`src/rtl/norm_pkg.sv`:
```
// Shared types, default parameters and helpers for the seq_normalizer block.
package norm_pkg;

  localparam int unsigned NORM_N_CH = 8;
  localparam int unsigned NORM_DW   = 16;
  localparam int unsigned NORM_FRAC = 8;
  localparam int unsigned NORM_OW   = 16;

  typedef enum logic [2:0] {
    S_IDLE,
    S_SUB,
    S_DIV,
    S_STORE,
    S_OUT
  } norm_state_e;

  // Calibrated glove-sensor coefficients that the integration level drives onto i_mean/i_std.
  function automatic logic [NORM_DW-1:0] glove_mean(input int unsigned ch);
    case (ch)
      0:       return 16'h0305;
      1:       return 16'h02F0;
      2:       return 16'h0312;
      3:       return 16'h0300;
      4:       return 16'h02E8;
      5:       return 16'h0320;
      6:       return 16'h02FA;
      default: return 16'h0308;
    endcase
  endfunction

  function automatic logic [NORM_DW-1:0] glove_std(input int unsigned ch);
    case (ch)
      0:       return 16'h01F1;
      1:       return 16'h01E0;
      2:       return 16'h0200;
      3:       return 16'h01F8;
      4:       return 16'h01D0;
      5:       return 16'h0210;
      6:       return 16'h01E8;
      default: return 16'h01F4;
    endcase
  endfunction

  // Clamp a signed value to the range of a w-bit two's complement number.
  function automatic logic signed [63:0] sat_signed(input logic signed [63:0] x,
                                                    input int unsigned w);
    logic signed [63:0] hi;
    logic signed [63:0] lo;
    hi = (64'sd1 <<< (w - 1)) - 64'sd1;
    lo = -(64'sd1 <<< (w - 1));
    if (x > hi) return hi;
    if (x < lo) return lo;
    return x;
  endfunction

endpackage

```
`src/rtl/norm_divider.sv`:
```
// Serial restoring unsigned divider: one quotient bit per cycle, MSB first.
module norm_divider #(
  parameter int unsigned NW  = 25,
  parameter int unsigned DVW = 16
) (
  input  logic           i_clk,
  input  logic           i_rst_n,
  input  logic           i_start,
  input  logic [NW-1:0]  i_dividend,
  input  logic [DVW-1:0] i_divisor,
  output logic [NW-1:0]  o_quotient,
  output logic           o_done_c
);

  localparam int unsigned CW = $clog2(NW + 1);

  logic           run_q, run_d;
  logic [CW-1:0]  cnt_q, cnt_d;
  logic [NW-1:0]  dvd_q, dvd_d;
  logic [DVW-1:0] dvs_q, dvs_d;
  logic [DVW-1:0] rem_q, rem_d;
  logic [NW-1:0]  quot_q, quot_d;
  logic [DVW:0]   rem_sh;
  logic [DVW:0]   rem_sub;
  logic           qbit;

  always_ff @(posedge i_clk or posedge i_rst_n) begin
    if (i_rst_n) begin
      run_q  <= 1'b0;
      cnt_q  <= '0;
      dvd_q  <= '0;
      dvs_q  <= '0;
      rem_q  <= '0;
      quot_q <= '0;
    end else begin
      run_q  <= run_d;
      cnt_q  <= cnt_d;
      dvd_q  <= dvd_d;
      dvs_q  <= dvs_d;
      rem_q  <= rem_d;
      quot_q <= quot_d;
    end
  end

  // Shift in the next dividend bit; subtract when the partial remainder covers the divisor.
  always_comb begin
    run_d   = run_q;
    cnt_d   = cnt_q;
    dvd_d   = dvd_q;
    dvs_d   = dvs_q;
    rem_d   = rem_q;
    quot_d  = quot_q;
    rem_sh  = {rem_q, dvd_q[NW-1]};
    rem_sub = rem_sh - {1'b0, dvs_q};
    qbit    = (rem_sh >= {1'b0, dvs_q});

    if (i_start) begin
      run_d  = 1'b1;
      cnt_d  = '0;
      dvd_d  = i_dividend;
      dvs_d  = i_divisor;
      rem_d  = '0;
      quot_d = '0;
    end else if (run_q) begin
      rem_d  = qbit ? rem_sub[DVW-1:0] : rem_sh[DVW-1:0];
      quot_d = {quot_q[NW-2:0], qbit};
      dvd_d  = dvd_q << 1;
      cnt_d  = cnt_q + CW'(1);
      if (cnt_q == CW'(NW - 1)) run_d = 1'b0;
    end
  end

  assign o_quotient = quot_q;
  assign o_done_c   = run_q && (cnt_q == CW'(NW - 1));

endmodule

```
`src/rtl/seq_normalizer.sv`:
```
// Per-channel z-score normalizer sharing one serial divider across channels.
// Build option NORM_ROUND_EN: round half away from zero instead of truncating.
module seq_normalizer
  import norm_pkg::*;
#(
  parameter int unsigned N_CH = NORM_N_CH,
  parameter int unsigned DW   = NORM_DW,
  parameter int unsigned FRAC = NORM_FRAC,
  parameter int unsigned OW   = NORM_OW
) (
  input  logic                     i_clk,
  input  logic                     i_rst_n,
  input  logic                     i_valid,
  output logic                     o_ready,
  input  logic [N_CH-1:0][DW-1:0]  i_data,
  input  logic [N_CH-1:0][DW-1:0]  i_mean,
  input  logic [N_CH-1:0][DW-1:0]  i_std,
  output logic                     o_valid,
  input  logic                     i_ready,
  output logic [N_CH-1:0][OW-1:0]  o_norm,
  output logic                     o_busy
);

`ifdef NORM_ROUND_EN
  localparam int unsigned SH = FRAC + 1;
`else
  localparam int unsigned SH = FRAC;
`endif
  localparam int unsigned QB  = DW + 1 + SH;
  localparam int unsigned CHW = (N_CH > 1) ? $clog2(N_CH) : 1;

  norm_state_e               state_q, state_d;
  logic [CHW-1:0]            ch_q, ch_d;
  logic                      sign_q, sign_d;
  logic                      zero_q, zero_d;
  logic                      valid_q, valid_d;
  logic                      busy_q, busy_d;
  logic [N_CH-1:0][DW-1:0]   data_q, data_d;
  logic [N_CH-1:0][DW-1:0]   mean_q, mean_d;
  logic [N_CH-1:0][DW-1:0]   std_q, std_d;
  logic [N_CH-1:0][OW-1:0]   norm_q, norm_d;

  logic signed [DW:0]        diff;
  logic [DW:0]               mag;
  logic                      div_start;
  logic [QB-1:0]             div_dividend;
  logic [QB-1:0]             div_quot;
  logic                      div_done_c;
  logic [QB-1:0]             mag_fin;
  logic signed [63:0]        res;
  logic signed [63:0]        res_sat;

  norm_divider #(
    .NW  (QB),
    .DVW (DW)
  ) u_div (
    .i_clk      (i_clk),
    .i_rst_n    (i_rst_n),
    .i_start    (div_start),
    .i_dividend (div_dividend),
    .i_divisor  (std_q[ch_q]),
    .o_quotient (div_quot),
    .o_done_c   (div_done_c)
  );

  always_ff @(posedge i_clk or posedge i_rst_n) begin
    if (i_rst_n) begin
      state_q <= S_IDLE;
      ch_q    <= '0;
      sign_q  <= 1'b0;
      zero_q  <= 1'b0;
      valid_q <= 1'b0;
      busy_q  <= 1'b0;
      data_q  <= '0;
      mean_q  <= '0;
      std_q   <= '0;
      norm_q  <= '0;
    end else begin
      state_q <= state_d;
      ch_q    <= ch_d;
      sign_q  <= sign_d;
      zero_q  <= zero_d;
      valid_q <= valid_d;
      busy_q  <= busy_d;
      data_q  <= data_d;
      mean_q  <= mean_d;
      std_q   <= std_d;
      norm_q  <= norm_d;
    end
  end

  // Sign-extended difference of the current channel and the scaled dividend.
  always_comb begin
    diff = $signed({data_q[ch_q][DW-1], data_q[ch_q]})
         - $signed({mean_q[ch_q][DW-1], mean_q[ch_q]});
    mag  = diff[DW] ? $unsigned(-diff) : $unsigned(diff);
    div_dividend = {mag, {SH{1'b0}}};
  end

  // Final magnitude, signed result and saturation for the S_STORE write.
  always_comb begin
`ifdef NORM_ROUND_EN
    mag_fin = QB'(({1'b0, div_quot} + (QB + 1)'(1)) >> 1);
`else
    mag_fin = div_quot;
`endif
    if (std_q[ch_q] == '0) begin
      if (zero_q)      res = 64'sd0;
      else if (sign_q) res = -(64'sd1 <<< 62);
      else             res = 64'sd1 <<< 62;
    end else begin
      res = sign_q ? -$signed(64'(mag_fin)) : $signed(64'(mag_fin));
    end
    res_sat = sat_signed(res, OW);
  end

  always_comb begin
    state_d   = state_q;
    ch_d      = ch_q;
    sign_d    = sign_q;
    zero_d    = zero_q;
    data_d    = data_q;
    mean_d    = mean_q;
    std_d     = std_q;
    norm_d    = norm_q;
    div_start = 1'b0;

    unique case (state_q)
      S_IDLE: begin
        if (i_valid) begin
          data_d  = i_data;
          mean_d  = i_mean;
          std_d   = i_std;
          ch_d    = '0;
          state_d = S_SUB;
        end
      end
      S_SUB: begin
        sign_d    = diff[DW];
        zero_d    = (diff == '0);
        div_start = 1'b1;
        state_d   = S_DIV;
      end
      S_DIV: begin
        if (div_done_c) state_d = S_STORE;
      end
      S_STORE: begin
        norm_d[ch_q] = OW'(res_sat);
        if (ch_q == CHW'(N_CH - 1)) begin
          state_d = S_OUT;
        end else begin
          ch_d    = ch_q + CHW'(1);
          state_d = S_SUB;
        end
      end
      S_OUT: begin
        if (i_ready) state_d = S_IDLE;
      end
      default: state_d = S_IDLE;
    endcase

    valid_d = (state_d == S_OUT);
    busy_d  = (state_d != S_IDLE);
  end

  assign o_ready = (state_q == S_IDLE);
  assign o_valid = valid_q;
  assign o_busy  = busy_q;
  assign o_norm  = norm_q;

endmodule

```
`config.mk`:
```
export PLATFORM = sky130hd
export DESIGN_NAME = seq_normalizer
export DESIGN_NICKNAME = d
export VERILOG_FILES = /design/src/rtl/norm_pkg.sv /design/src/rtl/norm_divider.sv /design/src/rtl/seq_normalizer.sv
export SDC_FILE = /design/constraint.sdc
export NUM_CORES = 1
export LEC_CHECK = 0
export CAP_MARGIN = 10
export CORE_MARGIN = 5
export CORE_UTILIZATION = 30
export CTS_CLUSTER_DIAMETER = 50
export DETAILED_ROUTE_END_ITERATION = 7
export GPL_ROUTABILITY_DRIVEN = 0
export PLACE_DENSITY_LB_ADDON = 0.05
export SLEW_MARGIN = 20
export SYNTH_ARGS = -nofsm -noshare
export SYNTH_HDL_FRONTEND = slang
export SYNTH_SLANG_ARGS = --single-unit
```
`constraint.sdc`:
```
create_clock -name i_clk -period 56.5 [get_ports i_clk]
set_input_delay 5.65 -clock i_clk [delete_from_list [all_inputs] [get_ports i_clk]]
set_output_delay 5.65 -clock i_clk [all_outputs]
set_load 0.02 [all_outputs]
```
==> results of run 1 <==
==> cell usage in the layout, fill, tap and decap left out, types with 10 or more instances in the layout <==
| cell | n |
|---|---|
| clkbuf_8 | 15 |
| o21ai_1 | 30 |
| nand2_1 | 98 |
| xor2_1 | 16 |
| clkbuf_1 | 10 |
| o21ai_0 | 71 |
| inv_1 | 35 |
| ha_1 | 39 |
| nand3_1 | 14 |
| diode_2 | 19 |
| dfrtp_1 | 598 |
| nor3_1 | 36 |
| mux4_2 | 96 |
| inv_6 | 10 |
| xnor2_1 | 42 |
| a21oi_4 | 11 |
| clkdlybuf4s50_1 | 518 |
| o31ai_1 | 10 |
| a21oi_1 | 129 |
| bufinv_16 | 12 |
| buf_4 | 19 |
| clkinvlp_4 | 13 |
| nor2_1 | 163 |
| mux2_2 | 417 |
| a211oi_1 | 30 |
| nor2b_1 | 19 |
| mux2i_1 | 76 |
| clkbuf_16 | 96 |
==> registers in the layout, indices dropped and copies added, names as in the netlist, 3 cells and up <==
register	cells
u_div.dvd_q	17
u_div.o_quotient	25
mean_q	128
ch_q	3
state_q	3
data_q	128
o_norm	128
u_div.rem_q	16
std_q	128
u_div.cnt_q	5
u_div.dvs_q	16
==> metrics by stage <==
step	hold slack, ps	cells
after floorplan	449.8	2220
after global placement	465.8	3884
after detailed placement	475.8	3884
after CTS	487.9	4060
after global routing	504.5	4067
final	480.6	4079
==> final cells by class <==
class / instances / share of cell area, %
sequential: 602 / 39.28
timing repair buffer: 542 / 14.09
clock buffer: 121 / 6.893
inverter: 37 / 0.3813
multi-input combinational: 1438 / 33.21
tap: 1265 / 4.123
clock inverter: 55 / 1.903
antenna: 19 / 0.1238
==> worst max-delay path: cells and delay by family <==
kind / cells / cell delay (ps)
AND/OR/NAND/NOR: 1 / 800
buffers and inverters: 3 / 1850
multiplexers: 1 / 410
==> how the worst max path moves through the flow <==
stage	startpoint	to	depth (start not counted)
floorplan	i_rst_n	ch_q[0]	1
global placement	i_valid	mean_q[5]	5
detailed placement	i_valid	mean_q[25]	5
CTS	i_valid	std_q[27]	5
global route	i_valid	std_q[121]	5
finish	i_valid	std_q[27]	5
==> kinds of logic (layout without fill, tap and decap cells) <==
| group | Yosys count | after routing | share of synthesized area [%] |
|---|---|---|---|
| XOR/XNOR | 58 | 58 | 1.785 |
| other | 0 | 19 | 0 |
| multiplexers | 589 | 589 | 26.76 |
| AND/OR/NAND/NOR | 396 | 396 | 6.329 |
| flip-flops | 602 | 602 | 52.92 |
| adder cells (fa/ha/maj) | 41 | 41 | 1.855 |
| AO/OA/AOI/OAI | 354 | 354 | 7.921 |
| buffers and inverters | 180 | 755 | 2.426 |
==> power breakdown <==
group / internal (µW) / leakage, µW / switching (µW)
logic: 652 / 0.00685 / 720
registers: 642 / 0.00734 / 146
clock network: 390 / 0.00162 / 225
==> routing by layer <==
layer / wire length, µm / global-route usage [%]
met1: 37670 / 21.70
met2: 44980 / 30.22
met3: 5662 / 5.399
met4: 2070 / 4.604
met5: 167 / 0
==> flow_metrics.py, run 1 <==
metrics = {
    "run_status": {
        "status": "complete, no violations",
    },
    "floorplanning": {
        "pin_count": 519,
        "dieHeight_um": 318.0,
        "die_w_um": 318.0,
        "core_area_um2": 94590,
        "start_util_pct": 30.10,
        "rows": 113,
        "dieArea_um2": 101100,
    },
    "clocking": {
        "post_cts_buffers": 0,
        "cts.clk_slew.worst_paths_ps": 50,
        "clock-sinks": 602,
        "clock_path_buffers": 3,
        "ctsHoldBuffers": 0,
        "clk_latency_ps": 660,
        "cts_resized": 0,
        "cts_tree": "yes",
        "htreeDepth": 3,
        "numCtsBuffers": 94,
        "root_buffer": "clkbuf_16",
    },
    "yosys": {
        "avgSynthCellArea_um2": 12.82,
        "synth_common_cells": "602 x dfrtp_1, 417 x mux2_2, 164 x nor2_1",
        "synth_top_flop_cell": "dfrtp_1",
        "synth-edff-count": 0,
        "synth_top_area_share_pct": 52.92,
        "synth.most_common_cell": "dfrtp_1",
        "synth_cells": 2220,
        "yosysWarnings": 0,
        "synth.area.top_cells": "dfrtp_1 53%, mux2_2 16%, mux4_2 7.6%, mux2i_1 2.7%, a21oi_1 2.3%",
        "synth_seq_cells": 602,
        "synthesis.nets": 2649,
        "synth-seq-area-share_pct": 52.92,
        "synthArstFlopShare_pct": 100.0,
        "syn_area_um2": 28470,
        "synth.distinct_cells": 69,
        "yosys.area.top_type": "dfrtp_1",
    },
    "drt": {
        "wl_mm": 90.56,
        "drt_iter0_markers": 1063,
        "dr.pass1.iters": 8,
        "routedWlPerCell_um": 22.20,
        "vias_per_cell": 4.819,
        "antenna_left": 0,
        "num_vias": 19660,
        "drc_errors": 0,
    },
    "setup_path": {
        "cp-start-kind": "primary input",
        "critical_path.max_stage_delay_ps": 800,
        "r2r_cells": 16,
        "end_kind": "register",
        "required_ps": 57040,
        "crit_type": "primary input to register",
        "r2r-start": "ch_q[0]",
        "worst-path-max-fanout": 85,
        "critPathArrivalTime_ps": 8840,
        "r2r_end": "u_div.dvd_q[24]",
        "reg2reg_slack_ps": 49950,
        "cp_slowest_cell": "and2_4",
        "path_cells": "clkdlybuf4s50_1, and2_4, buf_6, buf_4, mux2_2",
    },
    "finish": {
        "fillers": 8956,
        "utilization_pct": 40.59,
        "fin_area_um2": 38390,
        "multiInputGateArea_um2": 12750,
        "area_delta_synth_final_pct": 34.87,
        "regArea_um2": 15080,
        "drive_gt1_share_pct": 26.58,
        "final_nets": 3144,
    },
    "timing": {
        "max_freq_mhz": 120.5,
        "period_share_pct": 14.69,
        "setup_tns_ps": 0,
        "fin_crit_ps": 8299,
        "slew_viol_final": 0,
        "skew_ps": 18.68,
        "worst_slew_pin_slew_ps": 1099,
        "hold_viol_final": 0,
        "finalSetupViolCount": 0,
        "maxSlewHeadroom_pct": 26.75,
        "fin_ws_ps": 48200,
        "rsz0062_at_grt": "no",
    },
    "place": {
        "place_ws_ps": 47160,
        "post-dp-hpwl_mm": 65.94,
        "place_area_um2": 34950,
        "numPortBuffers": 518,
    },
    "pwr": {
        "p_per_area_nw_per_um2": 72.27,
        "ir_drop_v": 0.00005100,
        "power_leakage_uw": 0.01581,
        "power_uw": 2775,
    },
    "hold_path": {
        "worstHoldPathType": "register to register",
        "hold_start": "u_div.dvs_q[14]",
        "worstHoldEndpoint": "u_div.dvs_q[14]",
        "hold_path_depth": 2,
    },
    "global_routing": {
        "overflow": 0,
        "grt_usage_pct": 17.61,
        "grt_max_degree": 183,
        "antenna_found_initial": 32,
        "grt_pass1_wl_mm": 136.8,
        "grt_pass1_vias": 21190,
    },
    "flow_run": {
        "maxCapViolCount": 0,
    },
}
Note: power is estimated with default switching activity, not from simulation.
==> run 2, diff against run 1 <==
- clock period: 56.5 -> 6.85 ns (I/O delays scaled with it)
==> flow_metrics.py, run 2 (synthesis results as in run 1) <==
metrics = {
    "drt": {
        "num_vias": 19780,
        "antenna_left": 0,
        "routedWlPerCell_um": 22.80,
        "vias_per_cell": 4.844,
        "wl_mm": 93.13,
        "drt_iter0_markers": 1100,
        "dr.pass1.iters": 4,
        "drc_errors": 0,
    },
    "place": {
        "place_area_um2": 35030,
        "post-dp-hpwl_mm": 67.33,
        "numPortBuffers": 518,
    },
    "clocking": {
        "ctsHoldBuffers": 0,
        "numCtsBuffers": 96,
        "cts_tree": "yes",
        "post_cts_buffers": 0,
        "htreeDepth": 3,
        "clock_path_buffers": 3,
        "cts.clk_slew.worst_paths_ps": 50,
        "root_buffer": "clkbuf_16",
        "clk_latency_ps": 660,
        "cts_resized": 0,
        "clock-sinks": 602,
    },
    "global_routing": {
        "grt_usage_pct": 18.02,
        "overflow": 0,
        "grt_pass1_vias": 21160,
        "grt_pass1_wl_mm": 139.2,
        "antenna_found_initial": 27,
        "grt_max_degree": 196,
    },
    "finish": {
        "mostFrequentLayoutCell": "dfrtp_1",
        "utilization_pct": 40.68,
        "mostFrequentLayoutCells": "598 x dfrtp_1, 518 x clkdlybuf4s50_1, 417 x mux2_2",
        "fin_area_um2": 38480,
        "drive_gt1_share_pct": 26.92,
        "final_nets": 3155,
        "area_delta_synth_final_pct": 35.18,
        "fillers": 8899,
    },
    "flow_run": {
        "maxCapViolCount": 0,
    },
    "setup_path": {
        "required_ps": 7390,
        "r2r-start": "ch_q[0]",
        "r2r_cells": 12,
        "worst-path-max-fanout": 28,
        "cp_slowest_cell": "dfrtp_4",
        "cp-start-kind": "register",
        "path_cells": "buf_4, mux4_2, mux2_2, ha_1, and2_1, a221oi_1, a31oi_1, xnor2_1, nor4_1, nand2_1, or4_1, o31ai_1",
        "end_kind": "register",
        "reg2reg_slack_ps": 1470,
        "critical_path.max_stage_delay_ps": 840,
        "critPathArrivalTime_ps": 5910,
        "crit_type": "register to register",
        "r2r_end": "zero_q",
    },
    "hold_path": {
        "hold_path_depth": 2,
        "worstHoldEndpoint": "u_div.dvs_q[12]",
        "worstHoldPathType": "register to register",
        "hold_start": "u_div.dvs_q[12]",
    },
    "timing": {
        "setup_tns_ps": 0,
        "hold_viol_final": 0,
        "worst_slew_pin_slew_ps": 1059,
        "skew_ps": 26.95,
        "rsz0062_at_grt": "no",
        "max_freq_mhz": 186.0,
        "period_share_pct": 78.49,
        "slew_viol_final": 0,
        "finalSetupViolCount": 0,
        "maxSlewHeadroom_pct": 29.39,
        "fin_crit_ps": 5376,
    },
    "floorplanning": {
        "rows": 113,
        "die_w_um": 318.0,
        "dieArea_um2": 101100,
        "core_area_um2": 94590,
        "start_util_pct": 30.10,
        "pin_count": 519,
        "dieHeight_um": 318.0,
    },
    "run_status": {
        "status": "complete, no violations",
    },
    "pwr": {
        "power_uw": 23070,
        "p_per_area_nw_per_um2": 599.5,
        "power_leakage_uw": 0.01587,
        "ir_drop_v": 0.0003611,
    },
}
run 2: cell types whose count changed in the layout (fill, tap and decap cells not counted), moves of 3 or more:
cell,previous run,this run
buf_12,3,7
clkinv_2,9,15
diode_2,19,11
buf_16,0,4
bufinv_16,12,7
clkbuf_8,15,18
buf_4,19,22
run 2: layout make-up:
| cell class | count | area [µm²] | area share, % |
|---|---|---|---|
| Sequential cell | 602 | 15080 | 39.19 |
| Multi-Input combinational cell | 1438 | 12740 | 33.12 |
| Timing Repair Buffer | 551 | 5600 | 14.55 |
| Clock buffer | 124 | 2709 | 7.040 |
| Tap cell | 1265 | 1583 | 4.113 |
| Clock inverter | 56 | 594.3 | 1.544 |
| Inverter | 37 | 142.6 | 0.3707 |
| Antenna cell | 11 | 27.53 | 0.07153 |
run 2: worst max path at each step:
stage / startpoint / to / slack, ps / depth (start not counted)
after floorplan: i_rst_n / ch_q[0] / -2050 / 1
final: ch_q[0] / zero_q / 1470 / 12
after CTS: ch_q[0] / zero_q / 1440 / 13
after detailed placement: ch_q[0] / zero_q / 1470 / 13
after global routing: ch_q[0] / zero_q / 980 / 13
after global placement: ch_q[0] / zero_q / 1530 / 13
run 2: layer usage:
layer / vias to the layer above / GRT usage [%] / part of all wire (%)
met5: - / 0 / 0.15
met4: 22 / 3.787 / 1.7
li1: 9180 / - / -
met1: 10010 / 23.14 / 43
met2: 446 / 30.32 / 49
met3: 119 / 5.457 / 6.0
run 2: per-stage QoR:
step	setup WS, ps	hold WS, ps	instances
2_1_floorplan	-2046	449.8	2220
3_3_place_gp	1533	462.3	3889
3_5_place_dp	1466	471.6	3889
4_1_cts	1444	483.2	4069
5_1_grt	976.8	493.5	4076
6_report	1474	473.3	4084
run 2: power breakdown:
| part | total (µW) | leakage, µW | switching [µW] | internal [µW] |
|---|---|---|---|---|
| sequential | 6580 | 0.00734 | 1280 | 5300 |
| combinational | 11600 | 0.00693 | 6120 | 5450 |
| clock | 4920 | 0.00159 | 1840 | 3080 |
| total | 23100 | 0.0159 | 9240 | 13800 |
run 2: critical path: cells and delay by family, from the launching register on:
family | cells | cell delay, ps
AND/OR/NAND/NOR | 4 | 1570
multiplexers | 2 | 860
AO/OA/AOI/OAI | 3 | 840
flip-flops | 1 | 840
buffers and inverters | 1 | 510
adder cells (fa/ha/maj) | 1 | 380
XOR/XNOR | 1 | 210
